--- src/rtl/riscv_pkg.sv ---
// Shared RISC-V constants and the halt/dump controller state type.
package riscv_pkg;

  localparam logic [31:0] ECALL_INSTR  = 32'h0000_0073;
  localparam logic [31:0] EBREAK_INSTR = 32'h0010_0073;
  localparam logic [6:0]  OPC_SYSTEM   = 7'b1110011;

  typedef enum logic [1:0] {
    StRun,
    StDump,
    StDone
  } halt_dump_state_t;

endpackage

--- src/rtl/halt_dump_unit.sv ---
// Halt-and-dump controller: on ECALL, freeze the core and stream a window of dmem words out.
// Optional HALT_DUMP_EBREAK_EN makes EBREAK a trigger as well.
module halt_dump_unit
  import riscv_pkg::*;
#(
  parameter int unsigned ADDR_W     = 5,
  parameter int unsigned DUMP_BASE  = 0,
  parameter int unsigned DUMP_COUNT = 8
) (
  input  logic              clk,
  input  logic              rst,
  input  logic [31:0]       instr,
  output logic              halt,
  output logic [ADDR_W-1:0] dmem_raddr,
  input  logic [31:0]       dmem_rdata,
  output logic              dump_valid,
  input  logic              dump_ready,
  output logic [31:0]       dump_data,
  output logic [ADDR_W-1:0] dump_addr,
  output logic              done,
  output logic [31:0]       cycle_count
);

  localparam int unsigned IdxW    = (DUMP_COUNT > 1) ? $clog2(DUMP_COUNT) : 1;
  localparam int unsigned LastIdx = (DUMP_COUNT > 0) ? DUMP_COUNT - 1 : 0;
  localparam logic [ADDR_W-1:0] BaseAddr = ADDR_W'(DUMP_BASE);

  halt_dump_state_t  state_q, state_d;
  logic [IdxW-1:0]   index_q, index_d;
  logic [31:0]       cycle_q, cycle_d;
  logic              trigger;

`ifdef HALT_DUMP_EBREAK_EN
  assign trigger = (instr == ECALL_INSTR) || (instr == EBREAK_INSTR);
`else
  assign trigger = (instr == ECALL_INSTR);
`endif

  // Modular add: the dump window wraps past the top of dmem.
  assign dmem_raddr  = BaseAddr + ADDR_W'(index_q);
  assign dump_addr   = dmem_raddr;
  assign dump_data   = dmem_rdata;
  assign cycle_count = cycle_q;

  always_comb begin
    state_d    = state_q;
    index_d    = index_q;
    cycle_d    = cycle_q;
    halt       = 1'b1;
    dump_valid = 1'b0;
    done       = 1'b0;

    unique case (state_q)
      StRun: begin
        // Combinational halt keeps the PC parked on the trigger in its first cycle.
        halt = trigger;
        if (trigger) begin
          index_d = '0;
          state_d = (DUMP_COUNT == 0) ? StDone : StDump;
        end else begin
          cycle_d = cycle_q + 32'd1;
        end
      end
      StDump: begin
        dump_valid = 1'b1;
        if (dump_ready) begin
          if (index_q == IdxW'(LastIdx)) begin
            state_d = StDone;
          end else begin
            index_d = index_q + IdxW'(1);
          end
        end
      end
      StDone: begin
        done = 1'b1;
      end
      default: begin
        state_d = StRun;
      end
    endcase
  end

  always_ff @(posedge clk) begin
    if (!rst) begin
      state_q <= StRun;
      index_q <= '0;
      cycle_q <= '0;
    end else begin
      state_q <= state_d;
      index_q <= index_d;
      cycle_q <= cycle_d;
    end
  end

  valid_hold_a : assert property (@(posedge clk) disable iff (!rst)
    dump_valid && !dump_ready |=> !rst || (dump_valid && $stable(dump_addr)));

  done_sticky_a : assert property (@(posedge clk) disable iff (!rst)
    done |=> !rst || done);

  cycle_frozen_a : assert property (@(posedge clk) disable iff (!rst)
    state_q != StRun |=> !rst || $stable(cycle_q));

endmodule

--- config.mk ---
export PLATFORM = sky130hd
export DESIGN_NAME = halt_dump_unit
export DESIGN_NICKNAME = d
export VERILOG_FILES = /design/src/rtl/riscv_pkg.sv /design/src/rtl/halt_dump_unit.sv
export SDC_FILE = /design/constraint.sdc
export NUM_CORES = 1
export LEC_CHECK = 0
export BUFFER_PORTS_ARGS = -buffer_cell sky130_fd_sc_hd__buf_4
export CAP_MARGIN = 20
export CELL_PAD_IN_SITES_DETAIL_PLACEMENT = 2
export CELL_PAD_IN_SITES_GLOBAL_PLACEMENT = 2
export CORE_MARGIN = 4
export CORE_UTILIZATION = 24
export CTS_CLUSTER_SIZE = 24
export DETAILED_ROUTE_END_ITERATION = 12
export MAX_ROUTING_LAYER = met4
export PLACE_DENSITY_LB_ADDON = 0.1
export RECOVER_POWER = 100
export SYNTH_ARGS = -nofsm -noshare
export SYNTH_HDL_FRONTEND = slang
export SYNTH_SLANG_ARGS = --single-unit
--- constraint.sdc ---
create_clock -name clk -period 3.65 [get_ports clk]
set_input_delay 0.365 -clock clk [delete_from_list [all_inputs] [get_ports clk]]
set_output_delay 0.365 -clock clk [all_outputs]
set_load 0.02 [all_outputs]
# Word level (Yosys, flattened, before mapping)
# Cells that the tools add are included.
# Widths: inputs -> output; s select.
# word_totals
ff_bits	37
inputBits	67
out_inout_bits	77
word_cells	31
# classes
n_addsub	2
n_eq_ne	8
n_mux	11
bitwise_logic	2
n_reduce_logical	5
# ops
operator	n
$add 32x1->32 const B	1
$eq 32x7->1 const B	1
$mux 3	3
$ne 2x2->1 const B	4
$reduce_and 4->1	2
$mux 2	3
$pmux 2 s3	1
$pmux 3 s2	1
$add 3x1->3 const B	1
$eq 3x3->1 const B	1
$mux 1	3
$eq 2x1->1 const B	1
$eq 2x2->1 const B	1
$logic_not 2->1	1
$not 1->1	2
$reduce_and 2->1	1
$reduce_bool 2->1	1

# Logic depth before layout (Yosys ltp)
# depth
ltp_word	4
mapped_depth	6
mapped_depth_nobuf	6

# Least setup slack after synthesis
# OpenSTA, ideal clock, no wires.
# synth_timing
kind	flip-flop to flip-flop
start	reg cycle_q[0], in the netlist cycle_count[0]
end	reg cycle_q[30], in the netlist cycle_count[30]
setup_time_ps	71
t_arrival_ps	1712
required_time_ps	3579
setup_slack_ps	1868
stages_incl_launch_ff	7
path_buffers	0
synth_period_minus_slack_ps	1782
cell_sequence	dfxtp_1 > ha_1 > nand2_1 > nor2_4 > o2111ai_4 > or4_1 > a21oi_1
# synth_between
elab_chain_cells	1
# synth_rtl
item	line_no	text
start: declaration	halt_dump_unit.sv:30	logic [31:0] cycle_q, cycle_d;
start signal: assignment	halt_dump_unit.sv:91	cycle_q <= cycle_d;
$add 32x1->32	halt_dump_unit.sv:61	cycle_d = cycle_q + 32'd1;
# Every way passes these cells.
# A chain may end at the register's enable or synchronous reset.

# Final worst setup path
# layout_timing
start	in instr[13]
end	out halt
# layout_between
elab_chain_cells	2
# layout_rtl
item	line_no	text
start: declaration	halt_dump_unit.sv:12	input logic [31:0] instr,
$eq 32x7->1	halt_dump_unit.sv:36	assign trigger = (instr == ECALL_INSTR);
$mux 1	halt_dump_unit.sv:53	unique case (state_q)
end: declaration	halt_dump_unit.sv:13	output logic halt,
# Every way passes these cells.

==> flow_summary.ini <==
[outcome]
status = complete, no violations

[cells_and_area]
areaGrowthSynthToFinish_pct = 14.0
antenna_cells = 0
drive_gt1_frac = 0.184
nets = 362
fillers = 1034
final_cell_area_um2 = 2510
finalNonFillerCells = 401

[clock_network]
clock-sinks = 37
cts_tree = done
clk_pin_slew_ns = 0.07
postCtsResizedCells = 0
postCtsHoldBufs = 0
post_cts_buffers = 0
insertion_delay_ns = 0.29
htreeDepth = 2
numCtsBuffers = 5
clk_path_buf_depth = 2
clockRootBuffer = clkbuf_8

[critical_path]
rr_endpoint = cycle_count[30]
cp.required_ns = 3.28
crit_path_max_incr_delay_ns = 0.60
worst-setup-path-type = in2out
crit_path_end_kind = output port
cpMaxStageDelayCell = nand4_1
r2r-start = cycle_count[0]
r2r_slack_ns = 1.52
startpoint_type = input port
r2r_cells = 6
path_max_fanout = 16
worst_ep_arrival_time_ns = 2.28
worstPathCellList = clkbuf_4, nor4b_1, nand4_1, o21ai_0, buf_4, clkbuf_1

[floorplanning]
die_area_um2 = 10800
initial_utilization = 0.250
ios = 144
die_x_um = 104
chipHeight_um = 104
core_area_um2 = 8810
rows = 34

[timing]
report.final.slew_viol_count = 0
fin_skew_ns = 0.00777
rsz0062_at_grt = false
min_period_ns = 2.65
setup_slack_ns = 1.00
fmax_mhz = 378
hold_viol = 0
worst_pin_slew_ns = 0.714
setup_viol = 0
max_slew_margin = 0.522
finalCritPeriodShare = 0.725
finalSetupTns_ns = 0

[detailed_routing]
vias_per_cell = 4.89
vias = 1960
drt_wl_total_mm = 6.38
drc = 0
ant_nets = 0
firstDrtPassIters = 3
routedWlPerCell_um = 15.9
drtIter0Drc = 38

[hold_path]
hold_path_end = state_q[1]
hold_path.class = in2reg
hold_start = dump_ready
hold_path_depth = 3

[logic_synthesis]
yosysMostFrequentCell = buf_4
yosys.area.top_type_share = 0.336
ys_ff_latch = 37
syn_area_um2 = 2200
synthDistinctLibCells = 48
synth_ff_type = dfxtp_1
ys_top_cells_by_area = dfxtp_1, buf_4, xor2_1, a21oi_1, o21ai_0
ys_seq_area_frac = 0.336
synth_largest_area_cell = dfxtp_1
synth-edff-count = 0
syn_avg_cell_area_um2 = 8.74
yosys-top-cells-count = buf_4, dfxtp_1, a21oi_1, nor2_1, o21ai_0
syn-instance-count = 252
yosysWarnings = 0
synthArstFlopShare = 0

[placed_design]
dp.cells = 392
dpl.hpwl_mm = 4.84
place_area_um2 = 2590
pre_cts_ws_ns = 1.26
port_buffers = 75
gp_congestion = 0.670

[pwr]
powerDensity_nw_per_um2 = 301
power.static_leakage_nw = 0.918
ir_drop_mv = 0.125
finalPower_mw = 0.756

[flow_run]
max_cap_viol_count = 0

[grt]
grt_use_total = 0.121
grt-ovfl-total = 0
grt_pass1_wl_mm = 10.7
grt_pass1_vias = 2007
grt_max_degree = 31
antenna_found_initial = 0
-- cell families (layout without fill, tap and decap cells) --
family	Yosys count	in the layout	share of synthesized area
muxes	1	1	0.00454
and+or+nand+nor	85	85	0.242
DFF	37	37	0.336
other	1	4	0.00170
AOI/OAI and AO/OA	59	59	0.185
xor gates and xnor gates	13	13	0.0517
buffers and inverters	53	91	0.161
adders and majority gates	3	3	0.0170
-- metal layers --
metal,vias to the layer above,share of wire,global-route usage
li1,952,-,-
met1,943,0.46,0.150
met2,57,0.48,0.195
met3,8,0.059,0.0342
met4,0,0.0036,0.0294
met5,-,0,-
-- area by class of cell --
cell class / instances / area [um^2] / share of cell area
well taps: 108 / 135 / 0.0538
clock inverters: 3 / 17.5 / 0.00697
inverters: 6 / 22.5 / 0.00896
repair buffers: 77 / 444 / 0.177
clock buffers: 5 / 68.8 / 0.0274
multi-input cells: 165 / 1080 / 0.431
flip-flops and latches: 37 / 741 / 0.295
-- registers in the layout, indices dropped and copies added (netlist names) --
register,cells
cycle_count,32
index_q,3
state_q,2
-- worst max path at each step --
stage,from,end,cells past startpoint
4_1_cts,instr[13],halt,6
3_3_place_gp,instr[24],halt,6
6_report,instr[13],halt,6
3_5_place_dp,instr[13],halt,6
2_1_floorplan,cycle_count[0],cycle_count[30],6
5_1_grt,instr[13],halt,6
-- worst max-delay path, delay by kind of cell --
kind,cells,cell delay [ns]
AND/OR/NAND/NOR,2,0.94
buffers and inverters,3,0.59
AO/OA/AOI/OAI,1,0.38
-- report_power, final --
part           switching [mW]  total (mW)  internal, mW  leakage (nW)
sequential            0.00336       0.410         0.406         0.298
clock                   0.155       0.286         0.132        0.0439
combinational          0.0274      0.0600        0.0325         0.575
-- through the flow --
| step | hold slack (ns) | util |
|---|---|---|
| floorplan | 0.515 | - |
| global placement | 0.479 | 0.294 |
| detailed placement | 0.486 | 0.294 |
| CTS | 0.378 | 0.304 |
| global route | 0.397 | 0.285 |
| finish | 0.372 | 0.285 |
-- cells in the final DEF, fill, tap and decap left out, types with 4 or more instances in the layout --
cell,instances
clkbuf_1,41
nand3_1,7
xor2_1,10
nand2_1,10
and3_1,5
conb_1,4
dfxtp_1,37
o21ai_0,15
o31ai_1,5
nand4_1,5
a21oi_1,16
or4_1,4
nand2b_1,5
o211ai_1,7
o2111ai_1,9
nor2_1,16
nor4_1,6
inv_1,6
clkbuf_8,5
or3_1,10
buf_4,34
Power figures use the tool's default switching activity.
